File: src/rtl/pc_sequencer.sv
// pc_sequencer: registered program counter with branch/jump/call/return next-PC selection and a circular return-address stack.
module pc_sequencer #(
  parameter int WIDTH = 32,
  parameter logic [WIDTH-1:0] RESET_VECTOR = '0,
  parameter int INC = 4,
  parameter int OFFSET_W = 16,
  parameter int JIDX_W = 26,
  parameter int RAS_DEPTH = 4
) (
  input  logic                clk,
  input  logic                reset,
  input  logic                stall,
  input  logic [2:0]          sel,
  input  logic                branch_taken,
  input  logic [OFFSET_W-1:0] offset,
  input  logic [JIDX_W-1:0]   jidx,
  input  logic [WIDTH-1:0]    reg_target,
  output logic [WIDTH-1:0]    pc_out,
  output logic [WIDTH-1:0]    pc_plus_inc,
  output logic                ras_empty,
  output logic                ras_full,
  output logic                ras_underflow
);
  localparam int PW = $clog2(RAS_DEPTH);
  logic [WIDTH-1:0] ras [RAS_DEPTH];
  logic [PW-1:0] ptr;
  logic [PW:0] count;
  logic [WIDTH-1:0] p, br_off, jmp, top, nxt;
  logic push, pop, uf;
  assign p = pc_out + WIDTH'(INC);
  assign pc_plus_inc = p;
  assign br_off = {{(WIDTH-OFFSET_W){offset[OFFSET_W-1]}}, offset} << 2;
  assign jmp = {p[WIDTH-1:JIDX_W+2], jidx, 2'b00};
  // ptr addresses the next free slot, so the top of stack sits one below it
  assign top = ras[ptr - PW'(1)];
  assign ras_empty = count == '0;
  assign ras_full = count == (PW+1)'(RAS_DEPTH);
  always_comb begin
    push = !stall && sel == 3'd4;
    pop = !stall && sel == 3'd5 && !ras_empty;
    uf = sel == 3'd5 && ras_empty;
    nxt = sel == 3'd1 ? (branch_taken ? p + br_off : p) :
          (sel == 3'd2 || sel == 3'd4) ? jmp :
          sel == 3'd3 ? reg_target :
          sel == 3'd5 ? (uf ? reg_target : top) : p;
  end
  always_ff @(posedge clk) begin
    if (reset) begin
      pc_out <= RESET_VECTOR;
      ptr <= '0;
      count <= '0;
      ras_underflow <= 1'b0;
    end else if (stall) begin
      ras_underflow <= 1'b0;
    end else begin
      pc_out <= nxt;
      ras_underflow <= uf;
      if (push) begin
        ptr <= ptr + PW'(1);
        count <= ras_full ? count : count + (PW+1)'(1);
      end
      if (pop) begin
        ptr <= ptr - PW'(1);
        count <= count - (PW+1)'(1);
      end
    end
  end
  // stack storage carries no reset; the count alone decides validity
  always_ff @(posedge clk) begin
    if (!reset && push) ras[ptr] <= p;
  end
endmodule

File: config.mk
export PLATFORM = sky130hd
export DESIGN_NAME = pc_sequencer
export DESIGN_NICKNAME = d
export VERILOG_FILES = /design/src/rtl/pc_sequencer.sv
export SDC_FILE = /design/constraint.sdc
export NUM_CORES = 1
export LEC_CHECK = 0
export CORE_MARGIN = 5
export CORE_UTILIZATION = 60
export DETAILED_ROUTE_END_ITERATION = 8
export DONT_BUFFER_PORTS = 1
export MAX_ROUTING_LAYER = met4
export PLACE_DENSITY = 0.83
export SYNTH_ARGS = -nofsm -noshare
export SYNTH_HDL_FRONTEND = slang
export SYNTH_SLANG_ARGS = --single-unit
File: constraint.sdc
create_clock -name clk -period 5.2 [get_ports clk]
set_clock_uncertainty 0.2 [all_clocks]
set_input_delay 0.52 -clock clk [delete_from_list [all_inputs] [get_ports clk]]
set_output_delay 0.52 -clock clk [all_outputs]
set_load 0.05 [all_outputs]
==> qor.json <==
{
  "worst_pin_slew": {"value": 1.28, "unit": "ns"},
  "initialDrtViolationCount": {"value": 1515},
  "io-pin-count": {"value": 148},
  "fin_tns_setup": {"value": 0, "unit": "ns"},
  "report.power.total": {"value": 0.00356, "unit": "W"},
  "netSwitchingFraction": {"value": 0.316},
  "finalCritPeriodShare": {"value": 0.937},
  "initial_core_util": {"value": 0.611},
  "worst_path_max_delay_cell": {"value": "sky130_fd_sc_hd__dlygate4sd3_1"},
  "placed_cell_area": {"value": 10700, "unit": "um^2"},
  "yosysWarningCount": {"value": 0},
  "hold_path_end": {"value": "pc_out[21]"},
  "max_slew_margin": {"value": 0.147},
  "ordered_cell_list_for_the_critical_path": {"value": "buf_4 > and4_1 > and2_1 > nand4_1 > xnor2_2 > buf_4 > ha_1 > a21o_1 > a211o_1 > a21oi_1 > o22ai_1 > o22ai_2 > o21ai_1 > a311oi_1 > a221oi_2 > dlygate4sd3_1"},
  "setup.worst_path.class": {"value": "register to register"},
  "worst_ep_arrival_time": {"value": 5.00, "unit": "ns"},
  "clk_path_buf_depth": {"value": 2},
  "grt_max_degree": {"value": 48},
  "number_of_iterations_in_the_first_detailed_routing_pass": {"value": 9},
  "place.gp.congestion": {"value": 0.982},
  "clock_latency_of_the_later_clocked_register_in_the_worst_skew_pair": {"value": 0.44, "unit": "ns"},
  "intPower": {"value": 0.00244, "unit": "W"},
  "share_of_async_settable_or_async_resettable_flops_after_synthesis": {"value": 0},
  "hold_path_class": {"value": "input pin to register"},
  "vias_cell": {"value": 7.27},
  "num-fill-cells": {"value": 1120},
  "synth_largest_area_cell": {"value": "sky130_fd_sc_hd__edfxtp_1"},
  "power_density": {"value": 314, "unit": "nW/um^2"},
  "numPortBuffers": {"value": 0},
  "rows": {"value": 47},
  "post_drt_wl_per_cell": {"value": 26.6, "unit": "um"},
  "syn-mean-instance-area": {"value": 10.6, "unit": "um^2"},
  "first_pass_grt_wire_length": {"value": 48500, "unit": "um"},
  "worst_path_largest_cell_delay": {"value": 0.63, "unit": "ns"},
  "setup_violations": {"value": 0},
  "worstReg2RegStart": {"value": "pc_out[6]"},
  "critPathMaxFanout": {"value": 8},
  "power.clock.fraction": {"value": 0.355},
  "nNetsFinal": {"value": 1100},
  "drc": {"value": 1},
  "r2r.worst_path.cells": {"value": 16},
  "power_frac_comb": {"value": 0.224},
  "violations": {"value": "DRC"},
  "yosysSeqAreaShare": {"value": 0.456},
  "final_hold_slack": {"value": 0.00681, "unit": "ns"},
  "max_slew_violations": {"value": 0},
  "path_clk_slew": {"value": 0.07, "unit": "ns"},
  "synth.top_cells.by_area": {"value": "sky130_fd_sc_hd__edfxtp_1 (38%), sky130_fd_sc_hd__dfxtp_1 (7.5%), sky130_fd_sc_hd__mux4_2 (7.1%)"},
  "area_taken_by_multi_input_logic_gates": {"value": 5310, "unit": "um^2"},
  "min_path_cells": {"value": 1},
  "cts_max_level": {"value": 4},
  "synth.cell_area": {"value": 10100, "unit": "um^2"},
  "synth_flop_cell": {"value": "sky130_fd_sc_hd__edfxtp_1"},
  "final_period_demand_of_the_worst_path": {"value": 4.87, "unit": "ns"},
  "fp.dieArea": {"value": 19500, "unit": "um^2"},
  "postSynthNetCount": {"value": 1080},
  "seqPwrFrac": {"value": 0.421},
  "floorplan.die.height": {"value": 140, "unit": "um"},
  "seq_area": {"value": 4610, "unit": "um^2"},
  "reg2reg_setup_slack": {"value": 0.33, "unit": "ns"},
  "core_area": {"value": 16500, "unit": "um^2"},
  "place_hpwl": {"value": 22800, "unit": "um"},
  "design_area": {"value": 11300, "unit": "um^2"},
  "synthDominantCellAreaShare": {"value": 0.380},
  "tritoncts": {"value": "built"},
  "post_route_cells_drive_above_1_share": {"value": 0.171},
  "clock_sink_count": {"value": 166},
  "final_hold_viol_count": {"value": 0},
  "area_growth": {"value": 12.3, "unit": "%"},
  "route.final.wire_length": {"value": 32200, "unit": "um"},
  "worstHoldStart": {"value": "reset"},
  "cellLeakagePower": {"value": 4.23, "unit": "nW"},
  "grt_antenna_before_repair": {"value": 0},
  "fmax": {"value": 0.205, "unit": "GHz"},
  "syn-instance-count": {"value": 957},
  "r2r_end": {"value": "pc_out[31]"},
  "status": {"value": "finished with violations"},
  "via_count": {"value": 8805},
  "drv.max_cap_violation_count": {"value": 0},
  "post_route_antenna_net_violation_count": {"value": 0},
  "vias_in_the_first_global_route": {"value": 8194},
  "ys_seq_elements": {"value": 166},
  "cp-end-kind": {"value": "register"},
  "chipWidth": {"value": 140, "unit": "um"},
  "post-cts-setup-buffer-count": {"value": 0},
  "worst_setup_path_start_kind": {"value": "register"},
  "critPathMostFrequentCell": {"value": "sky130_fd_sc_hd__buf_4"},
  "switchingPower": {"value": 0.00112, "unit": "W"},
  "worst_ep_required_time": {"value": 5.33, "unit": "ns"},
  "cts_made_buffers": {"value": 17},
  "grt_setup_unrepaired": {"value": "false"},
  "synth_enable_flop_cells": {"value": 128},
  "grt_overflow": {"value": 0},
  "clock-root-buffer": {"value": "sky130_fd_sc_hd__clkbuf_16"},
  "synth.distinct_cells": {"value": 79},
  "vdd.ir_drop.worst": {"value": 0.212, "unit": "mV"},
  "grt_usage": {"value": 0.333}
}
-- per-layer routing --
layer | wire length [um] | track usage | vias to the layer above
met4 | 1800 | 0.134 | 0
met5 | 0 | - | -
met2 | 14000 | 0.487 | 760
li1 | - | - | 3734
met1 | 11500 | 0.435 | 4153
met3 | 4950 | 0.104 | 158
-- flip-flops by register name (all words and copies together), names as in the netlist --
signal and flops:
pc_out 32, ras_underflow 1, ptr 2, count 3, ras 128
-- cell type report --
cell class                      count  share of cell area
Multi-Input combinational cell    701               0.468
Sequential cell                   166               0.406
Timing Repair Buffer               61              0.0408
Clock buffer                       18              0.0378
Tap cell                          220              0.0243
Clock inverter                     14              0.0133
Inverter                           30             0.00992
Antenna cell                        1            0.000221
-- metrics by stage --
step | setup slack (ns) | utilization | instances
after floorplan | 0.0632 | - | 957
after global placement | 0.851 | 0.649 | 1176
after detailed placement | 0.736 | 0.649 | 1176
after CTS | 0.365 | 0.686 | 1210
after global routing | 0.0446 | 0.686 | 1210
final | 0.329 | 0.687 | 1211
-- worst max path at each step --
stage / to / cells after the start / startpoint
after floorplan: pc_out[26] / 16 / pc_out[11]
after global placement: pc_out[24] / 16 / pc_out[4]
after detailed placement: pc_out[24] / 16 / pc_out[4]
after CTS: pc_out[31] / 16 / pc_out[2]
after global routing: pc_out[31] / 16 / pc_out[6]
final: pc_out[31] / 16 / pc_out[6]
-- logic make-up after synthesis --
logic type / after synthesis / synth area share
AO/OA/AOI/OAI: 310 / 0.205
XOR/XNOR: 56 / 0.0500
adder cells (fa/ha/maj): 42 / 0.0535
buffers and inverters: 90 / 0.0360
flip-flops: 166 / 0.456
multiplexers: 41 / 0.0805
AND/OR/NAND/NOR: 252 / 0.119
-- power groups by stage --
stage | Clock (W) | Combinational, W | Sequential [W]
4_1_cts | 0.00126 | 0.000776 | 0.00150
2_1_floorplan | 0 | 0.000519 | 0.00159
5_1_grt | 0.00132 | 0.000846 | 0.00150
3_3_place_gp | 0 | 0.000752 | 0.00153
6_report | 0.00126 | 0.000800 | 0.00150
3_5_place_dp | 0 | 0.000764 | 0.00153
-- repair_timing --
item                                    CTS  global route
gates resized for setup                   0             1
hold buffers                              2             0
endpoints found under the setup margin    0             1
hold endpoints to repair                 24             0
-- cells in the final DEF, fill, tap and decap left out, types with 29 or more instances in the layout --
cell,instances
sky130_fd_sc_hd__nand2_1,79
sky130_fd_sc_hd__dfxtp_1,37
sky130_fd_sc_hd__nand3_1,29
sky130_fd_sc_hd__a21oi_1,83
sky130_fd_sc_hd__ha_1,40
sky130_fd_sc_hd__buf_4,59
sky130_fd_sc_hd__mux4_2,32
sky130_fd_sc_hd__edfxtp_1,128
sky130_fd_sc_hd__o21ai_0,50
sky130_fd_sc_hd__nor2_1,67
-- synth_stat cells, drive strengths merged (5+ instances only) --
master	count
xnor2	35
a21oi	84
clkbuf	37
and4	6
nor4	5
inv	30
and2	8
dfxtp	38
buf	23
edfxtp	128
nor3	14
a21o	16
or2	5
o211ai	10
nand4	10
a31oi	11
o31ai	5
nand2b	5
mux4	32
a2111oi	6
and3	8
o21ai	59
a221o	5
a22oi	10
ha	40
mux2i	7
nand3	29
nor2b	7
xor2	21
nor2	67
a211oi	28
a311oi	5
a221oi	10
nand2	79
o22ai	22
-- critical path: cells and delay by family, from the launching register on --
kind	cells	cell delay [ns]
AO/OA/AOI/OAI	8	1.67
buffers and inverters	3	1.17
AND/OR/NAND/NOR	3	0.76
flip-flops	1	0.43
adder cells (fa/ha/maj)	1	0.36
XOR/XNOR	1	0.17
Power figures use the tool's default switching activity.
